===== src/rtl/pc_seq_ras_if.sv =====
// Fetch-stage PC sequencer bus: control/target inputs and PC/RAS status outputs.
// Latency: n/a (signal bundle only).
// Backpressure: none; pc_write_i stalls only the sequential advance.
interface pc_seq_ras_if #(
    parameter int ADDR_W = 32
);
    logic              start_i;
    logic              pc_write_i;
    logic              exc_i;
    logic              br_taken_i;
    logic [ADDR_W-1:0] br_target_i;
    logic              jump_i;
    logic              call_i;
    logic              ret_i;
    logic [ADDR_W-1:0] jump_target_i;
    logic [ADDR_W-1:0] pc_o;
    logic              pc_valid_o;
    logic              ras_empty_o;
    logic              ras_full_o;
    logic              ras_ovf_o;
    logic              ras_unf_o;

    // Driver side (pipeline control)
    modport master (
        output start_i, pc_write_i, exc_i, br_taken_i, br_target_i,
               jump_i, call_i, ret_i, jump_target_i,
        input  pc_o, pc_valid_o, ras_empty_o, ras_full_o, ras_ovf_o, ras_unf_o
    );

    // Sequencer side
    modport slave (
        input  start_i, pc_write_i, exc_i, br_taken_i, br_target_i,
               jump_i, call_i, ret_i, jump_target_i,
        output pc_o, pc_valid_o, ras_empty_o, ras_full_o, ras_ovf_o, ras_unf_o
    );
endinterface


===== src/rtl/pc_seq_ras.sv =====
// Fetch PC sequencer: priority next-PC select (exc > branch > ret > call > jump > seq) with circular RAS.
// Latency: every selection lands on pc_o at the next rising edge; all outputs registered.
// Backpressure: pc_write_i=0 holds the PC only in the sequential case; redirects always proceed.
module pc_seq_ras #(
    parameter int                ADDR_W    = 32,
    parameter logic [ADDR_W-1:0] RESET_VEC = '0,
    parameter logic [ADDR_W-1:0] EXC_VEC   = ADDR_W'(32'h0000_0080),
    parameter int                INC       = 4,
    parameter int                RAS_DEPTH = 4
) (
    input  logic          clk_i,
    input  logic          rst_i,
    pc_seq_ras_if.slave   bus
);
    localparam int PTR_W = $clog2(RAS_DEPTH);
    localparam int CNT_W = $clog2(RAS_DEPTH + 1);
    localparam logic [CNT_W-1:0] DEPTH_C = CNT_W'(RAS_DEPTH);

    logic [ADDR_W-1:0] pc_q, pc_d;
    logic              pc_valid_q, pc_valid_d;
    logic [ADDR_W-1:0] ras_q [RAS_DEPTH];
    logic [ADDR_W-1:0] ras_d [RAS_DEPTH];
    logic [PTR_W-1:0]  top_q, top_d;
    logic [CNT_W-1:0]  cnt_q, cnt_d;
    logic              empty_q, empty_d;
    logic              full_q, full_d;
    logic              ovf_q, ovf_d;
    logic              unf_q, unf_d;

    logic [ADDR_W-1:0] pc_inc;
    logic [PTR_W-1:0]  push_ptr;

    // Link address wraps naturally modulo 2^ADDR_W; pushes land one slot above top.
    assign pc_inc   = pc_q + ADDR_W'(INC);
    assign push_ptr = top_q + 1'b1;

    // Next-PC priority select and RAS push/pop; status flags follow the new count.
    always_comb begin
        pc_d       = pc_q;
        pc_valid_d = pc_valid_q;
        ras_d      = ras_q;
        top_d      = top_q;
        cnt_d      = cnt_q;
        ovf_d      = ovf_q;
        unf_d      = unf_q;
        if (!bus.start_i) begin
            pc_d       = RESET_VEC;
            pc_valid_d = 1'b0;
            top_d      = '0;
            cnt_d      = '0;
            ovf_d      = 1'b0;
            unf_d      = 1'b0;
        end else begin
            pc_valid_d = 1'b1;
            if (bus.exc_i) begin
                pc_d = EXC_VEC;
            end else if (bus.br_taken_i) begin
                pc_d = bus.br_target_i;
            end else if (bus.ret_i) begin
                if (cnt_q != '0) begin
                    pc_d  = ras_q[top_q];
                    top_d = top_q - 1'b1;
                    cnt_d = cnt_q - 1'b1;
                end else begin
                    // Empty stack: fall back to the resolved target and flag it.
                    pc_d  = bus.jump_target_i;
                    unf_d = 1'b1;
                end
            end else if (bus.call_i) begin
                pc_d            = bus.jump_target_i;
                ras_d[push_ptr] = pc_inc;
                top_d           = push_ptr;
                // When full the push overwrites the oldest entry and count stays put.
                if (cnt_q == DEPTH_C) begin
                    ovf_d = 1'b1;
                end else begin
                    cnt_d = cnt_q + 1'b1;
                end
            end else if (bus.jump_i) begin
                pc_d = bus.jump_target_i;
            end else if (bus.pc_write_i) begin
                pc_d = pc_inc;
            end
        end
        empty_d = (cnt_d == '0);
        full_d  = (cnt_d == DEPTH_C);
    end

    // State register with asynchronous active-low reset.
    always_ff @(posedge clk_i or negedge rst_i) begin
        if (!rst_i) begin
            pc_q       <= RESET_VEC;
            pc_valid_q <= 1'b0;
            for (int i = 0; i < RAS_DEPTH; i++) begin
                ras_q[i] <= '0;
            end
            top_q      <= '0;
            cnt_q      <= '0;
            empty_q    <= 1'b1;
            full_q     <= 1'b0;
            ovf_q      <= 1'b0;
            unf_q      <= 1'b0;
        end else begin
            pc_q       <= pc_d;
            pc_valid_q <= pc_valid_d;
            ras_q      <= ras_d;
            top_q      <= top_d;
            cnt_q      <= cnt_d;
            empty_q    <= empty_d;
            full_q     <= full_d;
            ovf_q      <= ovf_d;
            unf_q      <= unf_d;
        end
    end

    assign bus.pc_o        = pc_q;
    assign bus.pc_valid_o  = pc_valid_q;
    assign bus.ras_empty_o = empty_q;
    assign bus.ras_full_o  = full_q;
    assign bus.ras_ovf_o   = ovf_q;
    assign bus.ras_unf_o   = unf_q;
endmodule


===== src/flat_wrapper.sv =====
// flat-port wrapper written by rule: the top's interface ports become plain ports
module pc_seq_ras_flat 
#(
    parameter int                ADDR_W    = 32,
    parameter logic [ADDR_W-1:0] RESET_VEC = '0,
    parameter logic [ADDR_W-1:0] EXC_VEC   = ADDR_W'(32'h0000_0080),
    parameter int                INC       = 4,
    parameter int                RAS_DEPTH = 4
)
  (clk_i, rst_i, bus_start_i, bus_pc_write_i, bus_exc_i, bus_br_taken_i, bus_br_target_i, bus_jump_i, bus_call_i, bus_ret_i, bus_jump_target_i, bus_pc_o, bus_pc_valid_o, bus_ras_empty_o, bus_ras_full_o, bus_ras_ovf_o, bus_ras_unf_o);
  pc_seq_ras_if #(.ADDR_W(ADDR_W)) bus_i ();
  input  logic clk_i;
  input  logic rst_i;
  input wire logic [$bits(bus_i.start_i)-1:0] bus_start_i;
  input wire logic [$bits(bus_i.pc_write_i)-1:0] bus_pc_write_i;
  input wire logic [$bits(bus_i.exc_i)-1:0] bus_exc_i;
  input wire logic [$bits(bus_i.br_taken_i)-1:0] bus_br_taken_i;
  input wire logic [$bits(bus_i.br_target_i)-1:0] bus_br_target_i;
  input wire logic [$bits(bus_i.jump_i)-1:0] bus_jump_i;
  input wire logic [$bits(bus_i.call_i)-1:0] bus_call_i;
  input wire logic [$bits(bus_i.ret_i)-1:0] bus_ret_i;
  input wire logic [$bits(bus_i.jump_target_i)-1:0] bus_jump_target_i;
  output wire logic [$bits(bus_i.pc_o)-1:0] bus_pc_o;
  output wire logic [$bits(bus_i.pc_valid_o)-1:0] bus_pc_valid_o;
  output wire logic [$bits(bus_i.ras_empty_o)-1:0] bus_ras_empty_o;
  output wire logic [$bits(bus_i.ras_full_o)-1:0] bus_ras_full_o;
  output wire logic [$bits(bus_i.ras_ovf_o)-1:0] bus_ras_ovf_o;
  output wire logic [$bits(bus_i.ras_unf_o)-1:0] bus_ras_unf_o;
  assign bus_i.start_i = bus_start_i;
  assign bus_i.pc_write_i = bus_pc_write_i;
  assign bus_i.exc_i = bus_exc_i;
  assign bus_i.br_taken_i = bus_br_taken_i;
  assign bus_i.br_target_i = bus_br_target_i;
  assign bus_i.jump_i = bus_jump_i;
  assign bus_i.call_i = bus_call_i;
  assign bus_i.ret_i = bus_ret_i;
  assign bus_i.jump_target_i = bus_jump_target_i;
  assign bus_pc_o = bus_i.pc_o;
  assign bus_pc_valid_o = bus_i.pc_valid_o;
  assign bus_ras_empty_o = bus_i.ras_empty_o;
  assign bus_ras_full_o = bus_i.ras_full_o;
  assign bus_ras_ovf_o = bus_i.ras_ovf_o;
  assign bus_ras_unf_o = bus_i.ras_unf_o;
  pc_seq_ras #(.ADDR_W(ADDR_W), .RESET_VEC(RESET_VEC), .EXC_VEC(EXC_VEC), .INC(INC), .RAS_DEPTH(RAS_DEPTH)) u_core (.clk_i(clk_i), .rst_i(rst_i), .bus(bus_i));
endmodule

===== config.mk =====
export PLATFORM = sky130hd
export DESIGN_NAME = pc_seq_ras_flat
export DESIGN_NICKNAME = d
export VERILOG_FILES = /design/src/rtl/pc_seq_ras_if.sv /design/src/rtl/pc_seq_ras.sv /design/src/flat_wrapper.sv
export SDC_FILE = /design/constraint.sdc
export NUM_CORES = 1
export LEC_CHECK = 0
export BUFFER_PORTS_ARGS = -buffer_cell sky130_fd_sc_hd__buf_2
export CORE_ASPECT_RATIO = 0.6
export CORE_MARGIN = 2
export CORE_UTILIZATION = 50
export CTS_CLUSTER_DIAMETER = 100
export CTS_CLUSTER_SIZE = 28
export DETAILED_ROUTE_END_ITERATION = 16
export GPL_TIMING_DRIVEN = 0
export HOLD_SLACK_MARGIN = 0.12
export PLACE_DENSITY = 0.7
export SLEW_MARGIN = 20
export SYNTH_ARGS = -nofsm -noshare
export SYNTH_HDL_FRONTEND = slang
export SYNTH_SLANG_ARGS = --single-unit

===== constraint.sdc =====
create_clock -name clk_i -period 3.1 [get_ports clk_i]
set_clock_uncertainty 0.2 [all_clocks]
set_input_delay 0.62 -clock clk_i [delete_from_list [all_inputs] [get_ports clk_i]]
set_output_delay 0.62 -clock clk_i [all_outputs]
set_load 0.03 [all_outputs]

==> metrics, run 1 <==
sequential share of the synthesized area between 40% and 50%; Fin. Hold Viols 0; Num CTS Buffers 17; register bit count reported by yosys 170; CP endpoint kind flop; initial DRC count 944; synthesis-to-layout area growth 17.44%; EDFF count, synth 0; CP arrival 3.04 ns; critical path class flop to flop; non-filler cells, final roughly 1300; # port buffers roughly 110; Clock transition at path regs 0.07 ns; fin nets 1092; vias in the first global route 7630; Initial Utilization roughly 51%; DR vias 7985; Die Ht 106.2 um; clk root buf clkbuf_16; ANT nets after route 0; Leak 4.403 nW; Power Density 511.0 nW/um^2; Mapped Area 8697 um^2; fin crit period slightly below 3 ns; clock sink count 170; peak supply drop between 0.3 and 0.4 mV; unrepaired setup endpoints after global routing false; r2r setup slk 0.16 ns; Clock Latency Late Sink 0.44 ns; # setup viols final 0; H-tree depth 4; class of the worst hold path primary input to flop; FF-to-FF path depth 6; Placer Congestion 0.8815; Final Cell Area around 10000 um^2; asr flop ratio synth 100.0%; gr ovfl total 0; Routed wire per std cell between 20 and 25 um; core area 17080 um^2; CTS tree done; average footprint of a synthesized cell roughly 9.8 um^2; die width 174.3 um; hpwl dp 19.99 mm; First-pass DRT Iterations 5; end of the worst hold path u_core.bus.pc_valid_o$_DFF_PN0_; Max clock buf depth 2; syn_nets 964; startpoint types flop; Cell variety after synth 63; Rows 37; Placement Cell Area 9568 um^2; drt drc 0; Total GRT Usage 32.54%; max cap viols 0; Post-synth top flop dfrtp_1; Req. time, crit path between 3 and 4 ns; slew margin rel. 31.93%; Via density 6.352; Slew Viols, Final 0; initial antenna violation count 0; outcome finished clean; setup TNS 0 ns; die area 18500 um^2; number of stages on the worst hold path 1; largest net degree at the start of global routing 96; fraction of layout cells with a size suffix above 1 roughly 20%; worst-margin pin slew between 1 and 1.5 ns; final WL 29.14 mm; reg2reg start u_core.bus.pc_o[2]$_DFFE_PN0P_; Ys Warns 0; Placed Cells 1226; first-pass GRT wire length about 45 mm; boundary pin count 110; Hold Path Origin bus_start_i; cells after synthesis ~880; max frequency 340.0 MHz; terminus of the critical flop-to-flop path u_core.ras_q[88]$_DFFE_PN0P_; n_diodes 0; CP Max Fanout 10; Tcrit/Tclk final 94.86%
-- timing repair --
item	in CTS	in global routing
endpoints found under the hold margin	74	0
gates resized for setup	14	10
hold buffers	1	0
endpoints found under the setup margin	65	69
setup buffers	0	0
-- critical path, cell delays in order, from the launching register on --
cell     delay (ns)
dfrtp_1        0.61
ha_1           0.33
nand4_1        0.34
nor4_1         0.61
nand4_1        0.24
xor2_1         0.33
o21ai_0        0.15
-- area by class of cell --
type                       count  area [um^2]
tap                          234        292.8
timing repair buffer         110        588.1
fill                        1499         6869
buffer                        63        276.5
clock buffer                  19        452.9
sequential                   170         4255
clock inverter                12        140.1
inverter                      14        52.55
multi-input combinational    635         4155
-- cell usage after synthesis, types with 4 or more instances --
| cell | n | area [um^2] |
|---|---|---|
| or4_1 | 6 | 45.04 |
| nand2_1 | 156 | 585.6 |
| nor4_1 | 7 | 43.79 |
| nor3_1 | 12 | 60.06 |
| and3_1 | 5 | 31.28 |
| a21oi_1 | 15 | 75.07 |
| clkbuf_1 | 50 | 187.7 |
| inv_1 | 14 | 52.55 |
| o221ai_1 | 4 | 35.03 |
| buf_2 | 9 | 45.04 |
| a31oi_1 | 4 | 25.02 |
| dfrtp_1 | 169 | 4229 |
| nand4_1 | 13 | 81.33 |
| a21o_1 | 4 | 30.03 |
| xor2_1 | 13 | 113.9 |
| or3_1 | 5 | 31.28 |
| nand2b_1 | 5 | 31.28 |
| ha_1 | 8 | 100.1 |
| a311oi_1 | 4 | 35.03 |
| and4_1 | 5 | 43.79 |
| a211oi_1 | 4 | 30.03 |
| o22ai_1 | 9 | 56.30 |
| mux4_2 | 20 | 450.4 |
| mux2_2 | 8 | 90.09 |
| a22oi_1 | 9 | 67.56 |
| mux2i_1 | 24 | 240.2 |
| a221o_1 | 18 | 180.2 |
| nand3_1 | 45 | 225.2 |
| o2111a_1 | 11 | 123.9 |
| a221oi_1 | 4 | 35.03 |
| xnor2_1 | 13 | 113.9 |
| nand3b_1 | 5 | 37.54 |
| nor2_1 | 11 | 41.29 |
| o21ai_0 | 138 | 690.7 |
| and2_1 | 13 | 81.33 |
-- state kept, by name, summed over array words and instances (netlist names) --
register / count
u_core.bus.ras_ovf_o: 1
u_core.bus.ras_empty_o: 1
u_core.top_q: 2
u_core.bus.pc_o: 32
u_core.cnt_q: 3
u_core.bus.ras_full_o: 1
u_core.bus.pc_valid_o: 1
u_core.ras_q: 128
u_core.bus.ras_unf_o: 1
-- placed cells by master, fill, tap and decap left out, types with 13 or more instances in the layout --
cell,n
o21ai_0,138
clkbuf_1,35
clkbuf_16,17
inv_1,14
xor2_1,13
a221o_1,18
mux2i_1,24
nand3_1,45
xnor2_1,13
clkbuf_2,16
buf_2,114
and2_1,13
a21oi_1,15
dfrtp_1,169
nand2_1,156
nand4_1,13
mux4_2,20
-- routing by layer --
layer,global-route usage [%],vias to the layer above,wire (um)
li1,-,3489,-
met1,48.26,3982,13190
met2,45.86,470,12130
met3,10.91,44,3332
met4,7.803,0,493
met5,0,-,0
-- power by group --
| part | total [mW] | leakage, nW | internal (mW) | switching (mW) |
|---|---|---|---|---|
| registers | 2.42 | 2.33 | 2.32 | 0.0923 |
| clock network | 2.20 | 0.282 | 1.24 | 0.966 |
| logic | 0.600 | 1.79 | 0.207 | 0.393 |
-- kinds of logic (layout without fill, tap and decap cells) --
logic type                 after synthesis  after routing  share of synthesized area (%)
adders and majority gates                8              8                          1.151
buffers and inverters                   78            218                          3.582
AOI/OAI and AO/OA                      246            246                          18.01
xor gates and xnor gates                26             26                          2.618
muxes                                   52             52                          8.977
DFF                                    170            170                          48.93
and+or+nand+nor                        303            303                          16.73
-- metrics by stage --
| stage | util (%) | hold slack (ns) | setup slack, ns | total power, mW |
|---|---|---|---|---|
| 6_report | 59.79 | 0.1337 | 0.1592 | 5.219 |
| 5_1_grt | 59.79 | 0.1393 | 0.02061 | 5.386 |
| 4_1_cts | 59.68 | 0.1371 | 0.006252 | 5.202 |
| 3_5_place_dp | 56.01 | 0.2659 | -0.3845 | 3.037 |
| 3_3_place_gp | 55.79 | 0.2574 | -1.516 | 3.021 |
| 2_1_floorplan | - | 0.1244 | 0.5432 | 2.770 |
-- how the worst max path moves through the flow --
stage	from	slack (ns)	depth (start not counted)	to
2_1_floorplan	u_core.bus.pc_o[9]$_DFFE_PN0P_	0.54	5	u_core.bus.pc_o[31]$_DFFE_PN0P_
3_3_place_gp	rst_i	-1.52	1	u_core.bus.pc_o[21]$_DFFE_PN0P_
3_5_place_dp	bus_ret_i	-0.38	9	u_core.bus.pc_o[17]$_DFFE_PN0P_
4_1_cts	u_core.cnt_q[0]$_DFF_PN0_	0.006	9	u_core.bus.pc_o[17]$_DFFE_PN0P_
5_1_grt	u_core.bus.pc_o[2]$_DFFE_PN0P_	0.02	6	u_core.bus.pc_o[26]$_DFFE_PN0P_
6_report	u_core.bus.pc_o[2]$_DFFE_PN0P_	0.16	6	u_core.ras_q[88]$_DFFE_PN0P_
Power figures use the tool's default switching activity.
==> run 2: changes to the inputs <==
==> constraint.sdc (replaced) <==
create_clock -name clk_i -period 3.1 [get_ports clk_i]
set_clock_uncertainty 0.2 [all_clocks]
set_input_delay 0.465 -clock clk_i [delete_from_list [all_inputs] [get_ports clk_i]]
set_output_delay 0.465 -clock clk_i [all_outputs]
set_load 0.03 [all_outputs]
==> run 2 against run 1 <==
Effect of this change:
- cell count is 2.0% higher
- utilization is 1.5 points higher
- global-route usage is 0.19 points higher
- critical endpoint is now u_core.bus.pc_o[26]$_DFFE_PN0P_
- largest power group unchanged
- highest routed layer unchanged
==> metrics, run 2 (same netlist as run 1, synthesis figures left out) <==
gr ovfl total 0 (unchanged); Power Density 500.5 nW/um^2 (-2.1%); Setup Fix Bufs, Post-CTS 0 (unchanged); Die Ht 106.2 um (unchanged); Placement Cell Area 9568 um^2 (unchanged); FF-to-FF path depth 6 (unchanged); vias in the first global route 7736 (+1.4%); H-tree depth 4 (unchanged); fin crit period 3.003 ns (+0.06210 ns); Placed Cells 1226 (unchanged); Comb power frac 12.0% (+0.5 points); CP arrival 3.12 ns (+0.08 ns); die width 174.3 um (unchanged); Hold Path Origin bus_br_target_i[20]; fin util 61.31% (+1.5 points); Fin. Hold Viols 0 (unchanged); Via density 6.276 (-1.2%); initial antenna violation count 0 (unchanged); P_sw 1.453 mW (about the same); DR vias 8046 (+0.76%); Req. time, crit path 3.21 ns (about the same); reg2reg start u_core.bus.pc_o[2]$_DFFE_PN0P_; largest net degree at the start of global routing 96 (unchanged); Leak 4.512 nW (+2.5%); CTS tree done; fillcell total 1470 (-1.9%); Clock transition at path regs 0.07 ns (about the same); hpwl dp 19.99 mm (unchanged); Clock Latency Late Sink 0.43 ns (about the same); peak supply drop 0.3650 mV (-0.76%); overall power 5.241 mW (+0.43%); most common cell after layout, fill and taps aside dfrtp_1; non-filler cells, final 1282 (+2.0%); r2r setup slk 0.1 ns (-0.06 ns); Rows 37 (unchanged); synthesis-to-layout area growth 20.41%; drt drc 0 (unchanged); Tcrit/Tclk final 96.87% (+2.0 points); final WL 29.45 mm (+1.0%); fin nets 1117 (+2.3%); Slew Viols, Final 0 (unchanged); initial DRC count 959 (+1.6%); n_diodes 0 (unchanged); clk root buf clkbuf_16; max cap viols 0 (unchanged); boundary pin count 110 (unchanged); CP Max Fanout 10 (unchanged); Largest Register u_core.ras_q; WHS 0.1251 ns (-0.008551 ns); slack of the critical path 0.09708 ns (-0.06210 ns); clock sink count 170 (unchanged); Max clock buf depth 2 (unchanged); fraction of layout cells with a size suffix above 1 19.94% (-0.29 points); max reg flops 128 (unchanged); Initial Utilization 50.91% (unchanged); slew margin rel. 31.77% (-0.16 points); max frequency 333.0 MHz (-2.1%); first-pass GRT wire length 45.51 mm (+0.72%); ANT nets after route 0 (unchanged); Final Cell Area 10470 um^2 (+2.5%); Num CTS Buffers 17 (unchanged); core area 17080 um^2 (unchanged); Total GRT Usage 32.73% (+0.19 points); die area 18500 um^2 (unchanged); unrepaired setup endpoints after global routing false; launch point of the critical path u_core.bus.pc_o[2]$_DFFE_PN0P_; number of stages on the worst hold path 2 (+1); outcome finished clean; terminus of the critical flop-to-flop path u_core.bus.pc_o[26]$_DFFE_PN0P_; Clock power frac 41.9% (-0.3 points); worst-margin pin slew 1.020 ns (+0.002390 ns); setup TNS 0 ns (unchanged); Flop pwr share 46.1% (-0.2 points); Routed wire per std cell 22.97 um (-0.92%); class of the worst hold path primary input to flop; cell internal pwr 3.789 mW (+0.56%); Placer Congestion 0.8815 (unchanged); First-pass DRT Iterations 6 (+1); Sw Ratio 27.72% (-0.093 points); # setup viols final 0 (unchanged); critical path class flop to flop; # port buffers 108 (unchanged); startpoint types flop; pre-CTS setup slack -0.2295 ns (+0.1550 ns); end of the worst hold path u_core.bus.pc_o[20]$_DFFE_PN0P_; CP endpoint kind flop; most frequent cells in the layout 169 x dfrtp_1, 156 x nand2_1, 138 x o21ai_0
==> run 2: cell types whose count changed in the layout (fill, tap and decap cells not counted) <==
cell and delta:
nor2_1 -1, dlygate4sd3_1 +25, clkbuf_2 +1, nor2_4 +1, clkbuf_1 -1
==> run 2: critical path, cell delays in order, from the launching register on <==
cell	delay (ns)
dfrtp_1	0.61
ha_1	0.33
nand4_1	0.36
nor3_2	0.51
nand4_1	0.29
a21o_1	0.24
a221o_1	0.34
==> run 2: what timing repair did <==
item / in CTS / in global routing
endpoints found under the setup margin: 65 / 120
hold endpoints to repair: 99 / 0
gates resized for setup: 14 / 14
hold buffers: 26 / 0
==> run 2: power groups by stage <==
stage	logic, mW	registers, mW	clock network, mW
detailed placement	0.585	2.45	0
global route	0.685	2.43	2.30
CTS	0.617	2.41	2.20
global placement	0.570	2.45	0
finish	0.627	2.42	2.20
floorplan	0.293	2.48	0
==> run 2: cell type report <==
cell class / count / area (um^2) / share of cell area (%)
well taps: 234 / 292.8 / 2.796
plain buffers: 63 / 277.8 / 2.652
clock inverters: 12 / 140.1 / 1.338
multi-input cells: 635 / 4163 / 39.75
repair buffers: 135 / 838.3 / 8.005
flip-flops and latches: 170 / 4255 / 40.63
inverters: 14 / 52.55 / 0.5018
clock buffers: 19 / 452.9 / 4.325
==> run 2: per-layer routing <==
| metal | wire (um) | part of all wire, % | track usage [%] | vias up |
|---|---|---|---|---|
| met3 | 3341 | 11 | 10.55 | 53 |
| met4 | 560 | 1.9 | 7.803 | 0 |
| li1 | - | - | - | 3547 |
| met2 | 12270 | 42 | 46.63 | 478 |
| met5 | 0 | 0 | 0 | - |
| met1 | 13280 | 45 | 48.43 | 3968 |
==> run 2: worst max-delay path by stage <==
stage / end / slack (ns) / depth (start not counted)
floorplan: u_core.bus.pc_o[31]$_DFFE_PN0P_ / 0.54 / 5
detailed placement: u_core.bus.pc_o[17]$_DFFE_PN0P_ / -0.23 / 9
global placement: u_core.bus.pc_o[21]$_DFFE_PN0P_ / -1.36 / 1
global route: u_core.ras_q[3]$_DFFE_PN0P_ / 0.02 / 9
CTS: u_core.bus.pc_o[17]$_DFFE_PN0P_ / 0.006 / 9
finish: u_core.bus.pc_o[26]$_DFFE_PN0P_ / 0.1 / 6
